[src/rtl/instr_fetch_unit_pkg.sv]
// Shared widths, reset PC, NOP encoding and the fetch-entry layout for the fetch front end.
package instr_fetch_unit_pkg;

    localparam int ADDR_W = 6;
    localparam int DATA_W = 32;

    localparam logic [ADDR_W-1:0] RESET_PC = '0;
    localparam logic [DATA_W-1:0] NOP      = 32'h0000_0000;

    typedef struct packed {
        logic [ADDR_W-1:0] pc;
        logic [DATA_W-1:0] instr;
    } fetch_entry_t;

    localparam int ENTRY_W = $bits(fetch_entry_t);

endpackage

[src/rtl/instr_fetch_unit_fifo.sv]
// Small synchronous FIFO buffering fetched entries; flush empties it in one cycle.
module fetch_fifo #(
    parameter int DEPTH = 2,
    parameter int WIDTH = instr_fetch_unit_pkg::ENTRY_W,
    parameter int CNT_W = $clog2(DEPTH) + 1
) (
    input  logic             clk,
    input  logic             reset,
    input  logic             i_flush,
    input  logic             i_push,
    input  logic             i_pop,
    input  logic [WIDTH-1:0] i_data,
    output logic [WIDTH-1:0] o_data,
    output logic [CNT_W-1:0] o_count,
    output logic             o_valid
);
    import instr_fetch_unit_pkg::*;

    localparam int PTR_W = (DEPTH > 1) ? $clog2(DEPTH) : 1;

    logic [WIDTH-1:0] r_mem [DEPTH];
    logic [PTR_W-1:0] r_wr_ptr;
    logic [PTR_W-1:0] r_rd_ptr;
    logic [CNT_W-1:0] r_count;
    logic             w_pop;
    logic             w_push;

    // Pop only a real entry; push only into space, or into the slot freed by a same-cycle pop.
    assign w_pop  = i_pop & (r_count != '0);
    assign w_push = i_push & ((r_count < CNT_W'(DEPTH)) | w_pop);

    always_ff @(posedge clk) begin
        if (reset || i_flush) begin
            r_wr_ptr <= '0;
            r_rd_ptr <= '0;
            r_count  <= '0;
        end else begin
            if (w_push) begin
                r_wr_ptr <= r_wr_ptr + 1'b1;
            end
            if (w_pop) begin
                r_rd_ptr <= r_rd_ptr + 1'b1;
            end
            case ({w_push, w_pop})
                2'b10:   r_count <= r_count + 1'b1;
                2'b01:   r_count <= r_count - 1'b1;
                default: r_count <= r_count;
            endcase
        end
    end

    always_ff @(posedge clk) begin
        if (!reset && !i_flush && w_push) begin
            r_mem[r_wr_ptr] <= i_data;
        end
    end

    // Head is read from storage only, so nothing combinational reaches it from the write side.
    assign o_valid = (r_count != '0);
    assign o_data  = o_valid ? r_mem[r_rd_ptr] : '0;
    assign o_count = r_count;

endmodule

[src/rtl/instr_fetch_unit.sv]
// Fetch front end: owns the PC, reads the combinational ROM and buffers {PC, instruction} toward decode.
module instr_fetch_unit #(
    parameter int ADDR_W = instr_fetch_unit_pkg::ADDR_W,
    parameter int DATA_W = instr_fetch_unit_pkg::DATA_W,
    parameter int DEPTH  = 2,
    parameter logic [ADDR_W-1:0] RESET_PC = instr_fetch_unit_pkg::RESET_PC,
    parameter int CNT_W  = $clog2(DEPTH) + 1
) (
    input  logic              clk,
    input  logic              reset,
    output logic [ADDR_W-1:0] ReadAddress,
    input  logic [DATA_W-1:0] Instruction,
    input  logic              Enable,
    input  logic              Redirect,
    input  logic [ADDR_W-1:0] RedirectAddr,
    output logic              OutValid,
    input  logic              OutReady,
    output logic [DATA_W-1:0] OutInstruction,
    output logic [ADDR_W-1:0] OutPC,
    output logic [CNT_W-1:0]  Count
);
    import instr_fetch_unit_pkg::*;

    localparam int EW = ADDR_W + DATA_W;

    logic [ADDR_W-1:0] r_pc;
    logic              w_pop;
    logic              w_push;
    logic [EW-1:0]     w_push_entry;
    logic [EW-1:0]     w_head_entry;

    // Handshake: an entry transfers to decode on any cycle where OutValid and OutReady are both
    // high; OutValid never depends on OutReady, and OutReady without OutValid does nothing.
    assign w_pop  = OutValid & OutReady;
    assign w_push = Enable & ~Redirect & ((Count < CNT_W'(DEPTH)) | w_pop);

    always_ff @(posedge clk) begin
        if (reset) begin
            r_pc <= RESET_PC;
        end else if (Redirect) begin
            r_pc <= RedirectAddr;
        end else if (w_push) begin
            r_pc <= r_pc + 1'b1;
        end
    end

    assign ReadAddress  = r_pc;
    assign w_push_entry = {r_pc, Instruction};

    fetch_fifo #(
        .DEPTH (DEPTH),
        .WIDTH (EW),
        .CNT_W (CNT_W)
    ) u_fifo (
        .clk     (clk),
        .reset   (reset),
        .i_flush (Redirect),
        .i_push  (w_push),
        .i_pop   (w_pop & ~Redirect),
        .i_data  (w_push_entry),
        .o_data  (w_head_entry),
        .o_count (Count),
        .o_valid (OutValid)
    );

    assign OutPC          = w_head_entry[EW-1:DATA_W];
    assign OutInstruction = w_head_entry[DATA_W-1:0];

endmodule
[config.mk]
export PLATFORM = sky130hd
export DESIGN_NAME = instr_fetch_unit
export DESIGN_NICKNAME = d
export VERILOG_FILES = /design/src/rtl/instr_fetch_unit_pkg.sv /design/src/rtl/instr_fetch_unit_fifo.sv /design/src/rtl/instr_fetch_unit.sv
export SDC_FILE = /design/constraint.sdc
export NUM_CORES = 1
export LEC_CHECK = 0
export CELL_PAD_IN_SITES_DETAIL_PLACEMENT = 2
export CELL_PAD_IN_SITES_GLOBAL_PLACEMENT = 2
export CORE_UTILIZATION = 33
export CTS_BUF_LIST = sky130_fd_sc_hd__clkbuf_16
export CTS_CLUSTER_DIAMETER = 100
export CTS_CLUSTER_SIZE = 30
export DETAILED_ROUTE_END_ITERATION = 10
export PLACE_DENSITY_LB_ADDON = 0.1
export SETUP_SLACK_MARGIN = 0.1
export SYNTH_ARGS = -nofsm -noshare
export SYNTH_HDL_FRONTEND = slang
export SYNTH_SLANG_ARGS = --single-unit
[constraint.sdc]
create_clock -name clk -period 4.8 [get_ports clk]
set_clock_uncertainty 0.2 [all_clocks]
set_input_delay 0.48 -clock clk [delete_from_list [all_inputs] [get_ports clk]]
set_output_delay 0.48 -clock clk [all_outputs]
set_load 0.02 [all_outputs]
Word-level counts from Yosys, hierarchy flattened
Memories as Yosys holds them, arrays and structs flattened. A register that Yosys moved wholly into a read port is not among the register bits.
Index checks and enable logic that the tools add are counted.
{"block": "totals", "n_memories": 1, "ff_bits": 10, "mem_bits_rw": 76}
{"block": "op_classes", "n_eq_ne": 2, "bitwise_logic": 9, "n_reduce_logical": 8, "n_mux": 8, "order_cmp": 1, "addsub": 5}
{"name": "u_fifo.r_mem", "words": 2, "word_bits": 38, "read_ports": 1, "rd_ports_with_merged_regs": 1, "write_ports": 1, "line": "instr_fetch_unit_fifo.sv:21", "rtl": "logic [WIDTH-1:0] r_mem [DEPTH];"}
{"cell": "$mux W38", "n": 1}
{"cell": "$mux W6", "n": 2}
{"cell": "$add A6 B1 Y6 const B", "n": 1}
{"cell": "$and A1 B1 Y1", "n": 6}
{"cell": "$reduce_bool A2 Y1", "n": 3}
{"cell": "$mux W1", "n": 4}
{"cell": "$pmux W2 S2", "n": 1}
{"cell": "$add A1 B1 Y1 const B", "n": 2}
{"cell": "$add A2 B1 Y2 const B", "n": 1}
{"cell": "$eq A2 B1 Y1 const B", "n": 1}
{"cell": "$eq A2 B2 Y1 const B", "n": 1}
{"cell": "$logic_and A1 B1 Y1", "n": 2}
{"cell": "$logic_not A1 Y1", "n": 2}
{"cell": "$lt A2 B2 Y1 const B", "n": 1}
{"cell": "$or A1 B1 Y1", "n": 2}
{"cell": "$sub A2 B1 Y2 const B", "n": 1}
{"cell": "$logic_or A1 B1 Y1", "n": 1}
{"cell": "$not A1 Y1", "n": 1}

Depth between registers and ports, before layout
{"block": "depth", "depth_word": 9, "mapped_depth": 7, "ltp_nobuf": 6}

By module
Synthesis repeated with hierarchy kept, for this count alone.
{"block": "hier_totals", "hier_cells": 235, "area_unflattened_um2": 3457.1}
{"mod": "fetch_fifo", "instances": 1, "seq_area_each_um2": 2382.3, "area_each_um2": 3089.2, "cells_each": 190}
{"mod": "instr_fetch_unit", "instances": 1, "seq_area_each_um2": 120.1, "area_each_um2": 367.9, "cells_each": 45}

Worst setup path before layout
Ideal clock, no wire load.
{"block": "synth_path", "kind": "input-to-reg", "start": "in Redirect", "end": "mem u_fifo.r_mem[0][0] (netlist name), enable pin", "cell_stages": 3, "path_slack_ps": 588, "arrival_ps": 3531, "path_cell_list": "or2_2 clkbuf_1 nor3_1"}
{"block": "synth_between", "elab_chain_cells": 8, "elab_cells_between_ends": 12}
{"element": "start, declared", "line": "instr_fetch_unit.sv:14", "rtl": "input logic Redirect,"}
{"element": "$not A1 Y1", "line": "instr_fetch_unit.sv:35, instr_fetch_unit.sv:59"}
{"element": "$and A1 B1 Y1", "line": "instr_fetch_unit.sv:59", "rtl": ".i_pop (w_pop & ~Redirect),"}
{"element": "$and A1 B1 Y1", "line": "instr_fetch_unit_fifo.sv:29", "rtl": "assign w_pop = i_pop & (r_count != '0);"}
{"element": "$or A1 B1 Y1", "line": "instr_fetch_unit_fifo.sv:30", "rtl": "assign w_push = i_push & ((r_count < CNT_W'(DEPTH)) | w_pop);"}
{"element": "$and A1 B1 Y1", "line": "instr_fetch_unit_fifo.sv:30"}
{"element": "$logic_and A1 B1 Y1 (*)", "line": "instr_fetch_unit_fifo.sv:53", "rtl": "if (!reset && !i_flush && w_push) begin"}
{"element": "$mux W1 (*)", "line": "instr_fetch_unit_fifo.sv:53"}
{"element": "$mux W1 (implied by the code) (*)", "line": "instr_fetch_unit_fifo.sv:54", "rtl": "r_mem[r_wr_ptr] <= i_data;"}
{"element": "end, declared", "line": "instr_fetch_unit_fifo.sv:21"}
Mark *: on every way between the ends. The rest lies on a longest branch, timed or not.

==> flow_metrics.py <==
metrics = {
    "cts": {
        "numCtsBuffers": 9,
        "cts_hold_buf": 0,
        "clock_latency_ns": 0.33,
        "cts_buffer_depth": 2,
        "clk_pin_slew_worst_paths_ns": 0.06,
        "post-cts-setup-buffer-count": 0,
        "htreeDepth": 3,
        "tritoncts": "yes",
        "ctsRootBufferMaster": "clkbuf_16",
        "cts_resized": 0,
        "clock_sinks": 87,
    },
    "hold_path": {
        "worstHoldPathType": "reg2reg",
    },
    "final_layout": {
        "final_util_pct": 48.1,
        "finalNonFillerCells": 460,
        "syn2layout_area_growth_pct": 39.1,
        "fin_area_um2": 4790,
        "nFillCells": 966,
        "final_common_cell": "clkdlybuf4s50_1",
        "layout-drive-gt1-share_pct": 8.26,
        "nets": 369,
        "layout_common_cells": "clkdlybuf4s50_1 (89), edfxtp_1 (76), nor2_1 (48)",
        "num_antenna_cells": 0,
    },
    "die": {
        "die_h_um": 104,
        "pin_count": 90,
        "initial_utilization_pct": 34.6,
        "die_area_um2": 10800,
        "core_area_um2": 9950,
        "row_count": 36,
        "die_w_um": 104,
    },
    "yosys": {
        "synthCells": 233,
        "yosys_warnings": 0,
        "syn_avg_cell_area_um2": 14.8,
        "synth_cell_type_count": 30,
        "ys.flop_type": "edfxtp_1",
        "ys_seq_elements": 87,
        "ys_seq_area_share_pct": 72.7,
        "synth.cell_area_um2": 3440,
        "async_reset_ff_share_pct": 0,
        "synth_edf_count": 76,
        "synthesis.nets": 278,
    },
    "power": {
        "power_mw": 1.72,
        "vdd_drop_max_mv": 0.223,
        "leakage_nw": 1.53,
        "power_density_nw_per_um2": 360,
    },
    "outcome": {
        "outcome": "finished clean",
    },
    "timing": {
        "worst_slack_ns": 1.66,
        "hold_violations": 0,
        "final.min_clock_period_ns": 3.14,
        "finalSetupViolations": 0,
        "timing.slew.headroom_pct": 34.7,
        "setup_tns_ns": 0,
        "rsz0062_at_grt": "no",
        "fin_hold_ws_ns": 0.323,
        "tightest_slew_ns": 0.978,
        "max_freq_mhz": 318,
        "slew_viol_final": 0,
        "period_share_pct": 65.5,
    },
    "routing": {
        "drtIter0Drc": 48,
        "ant_nets": 0,
        "wire_per_inst_um": 19.1,
        "via_per_inst": 4.82,
        "drcViolationCount": 0,
        "firstDrtPassIters": 4,
        "vias": 2218,
        "wirelength_um": 8790,
    },
    "critical_path": {
        "crit_arrival_ns": 2.46,
        "required_ns": 4.12,
        "path_max_fanout": 20,
        "cp-start-kind": "flop",
        "critPathKind": "reg2out",
        "end_kind": "output pin",
    },
    "global_routing": {
        "grt_pass1_vias": 2470,
        "grt_remaining_overflow": 0,
        "antenna_found_initial": 0,
        "grt_pass1_wl_um": 14100,
        "grt_max_degree": 40,
        "grt_usage_pct": 17.1,
    },
    "placed_design": {
        "placed_cells": 446,
        "pre_cts_ws_ns": 1.97,
        "dp_hpwl_um": 5660,
        "gp_congestion": 0.739,
        "post_dp_cell_area_um2": 4480,
        "portBuffers": 89,
    },
    "flow_run": {
        "maxCapViolCount": 0,
    },
}
==> worst max-delay path, stage by stage (launching register included) <==
cell and delay, ns:
dfxtp_2 0.72, buf_4 0.45, mux2i_1 0.28, nor2_1 0.08
clkdlybuf4s50_1 0.58
==> where the power goes <==
part,switching (mW),internal (mW)
sequential,0.0128,0.841
combinational,0.0659,0.0681
clock,0.284,0.452
total,0.362,1.36
==> final cells by class <==
cell class / instances / area (µm²) / share of cell area, %
Clock inverter: 5 / 83.8 / 1.75
Timing Repair Buffer: 92 / 913 / 19.1
Tap cell: 133 / 166 / 3.47
Sequential cell: 87 / 2500 / 52.3
Multi-Input combinational cell: 129 / 880 / 18.4
Clock buffer: 9 / 225 / 4.70
Inverter: 5 / 18.8 / 0.392
==> per-layer routing <==
metal,vias up,track usage (%),wire length (µm)
met5,-,0,0
met4,0,6.33,165
met3,13,3.38,288
met2,58,30.2,4600
met1,1107,20.7,3740
li1,1040,-,-
==> sequential cells by signal, summed over array words and instances (netlist names), named ones only <==
register         flops
u_fifo.r_mem        76
ReadAddress          6
u_fifo.o_count       2
u_fifo.r_rd_ptr      1
u_fifo.r_wr_ptr      1
==> kinds of logic after synthesis <==
| group | after synthesis | share of synthesized area (%) |
|---|---|---|
| flops | 87 | 72.7 |
| simple gates | 69 | 9.01 |
| mux | 38 | 11.0 |
| compound gates | 17 | 3.49 |
| buf+inv | 17 | 2.29 |
| xor+xnor | 3 | 0.763 |
| fa+ha+maj | 2 | 0.727 |
==> cells in the mapped netlist (all sizes together) (3+ instances only) <==
| library cell | count | area share, % |
|---|---|---|
| nand2 | 3 | 0.40 |
| a311oi | 6 | 1.5 |
| mux2i | 38 | 11 |
| nand3 | 3 | 0.44 |
| inv | 5 | 0.55 |
| clkbuf | 6 | 0.69 |
| nor2 | 49 | 5.3 |
| buf | 6 | 1.1 |
| edfxtp | 76 | 66 |
| dfxtp | 11 | 6.4 |
| o21ai | 5 | 0.73 |
==> final timing paths <==
path / from / to / slack [ns] / cells past startpoint
max: flop / OutInstruction[28] / 1.66 / 4
min: u_fifo.r_rd_ptr / flop / 0.32 / 2
max reg2reg: u_fifo.o_count[1] / u_fifo.r_mem[0][34] / 2.74 / 4
min reg2reg: u_fifo.r_rd_ptr / flop / 0.32 / 2
No activity file was read; power rests on OpenSTA's default activity.
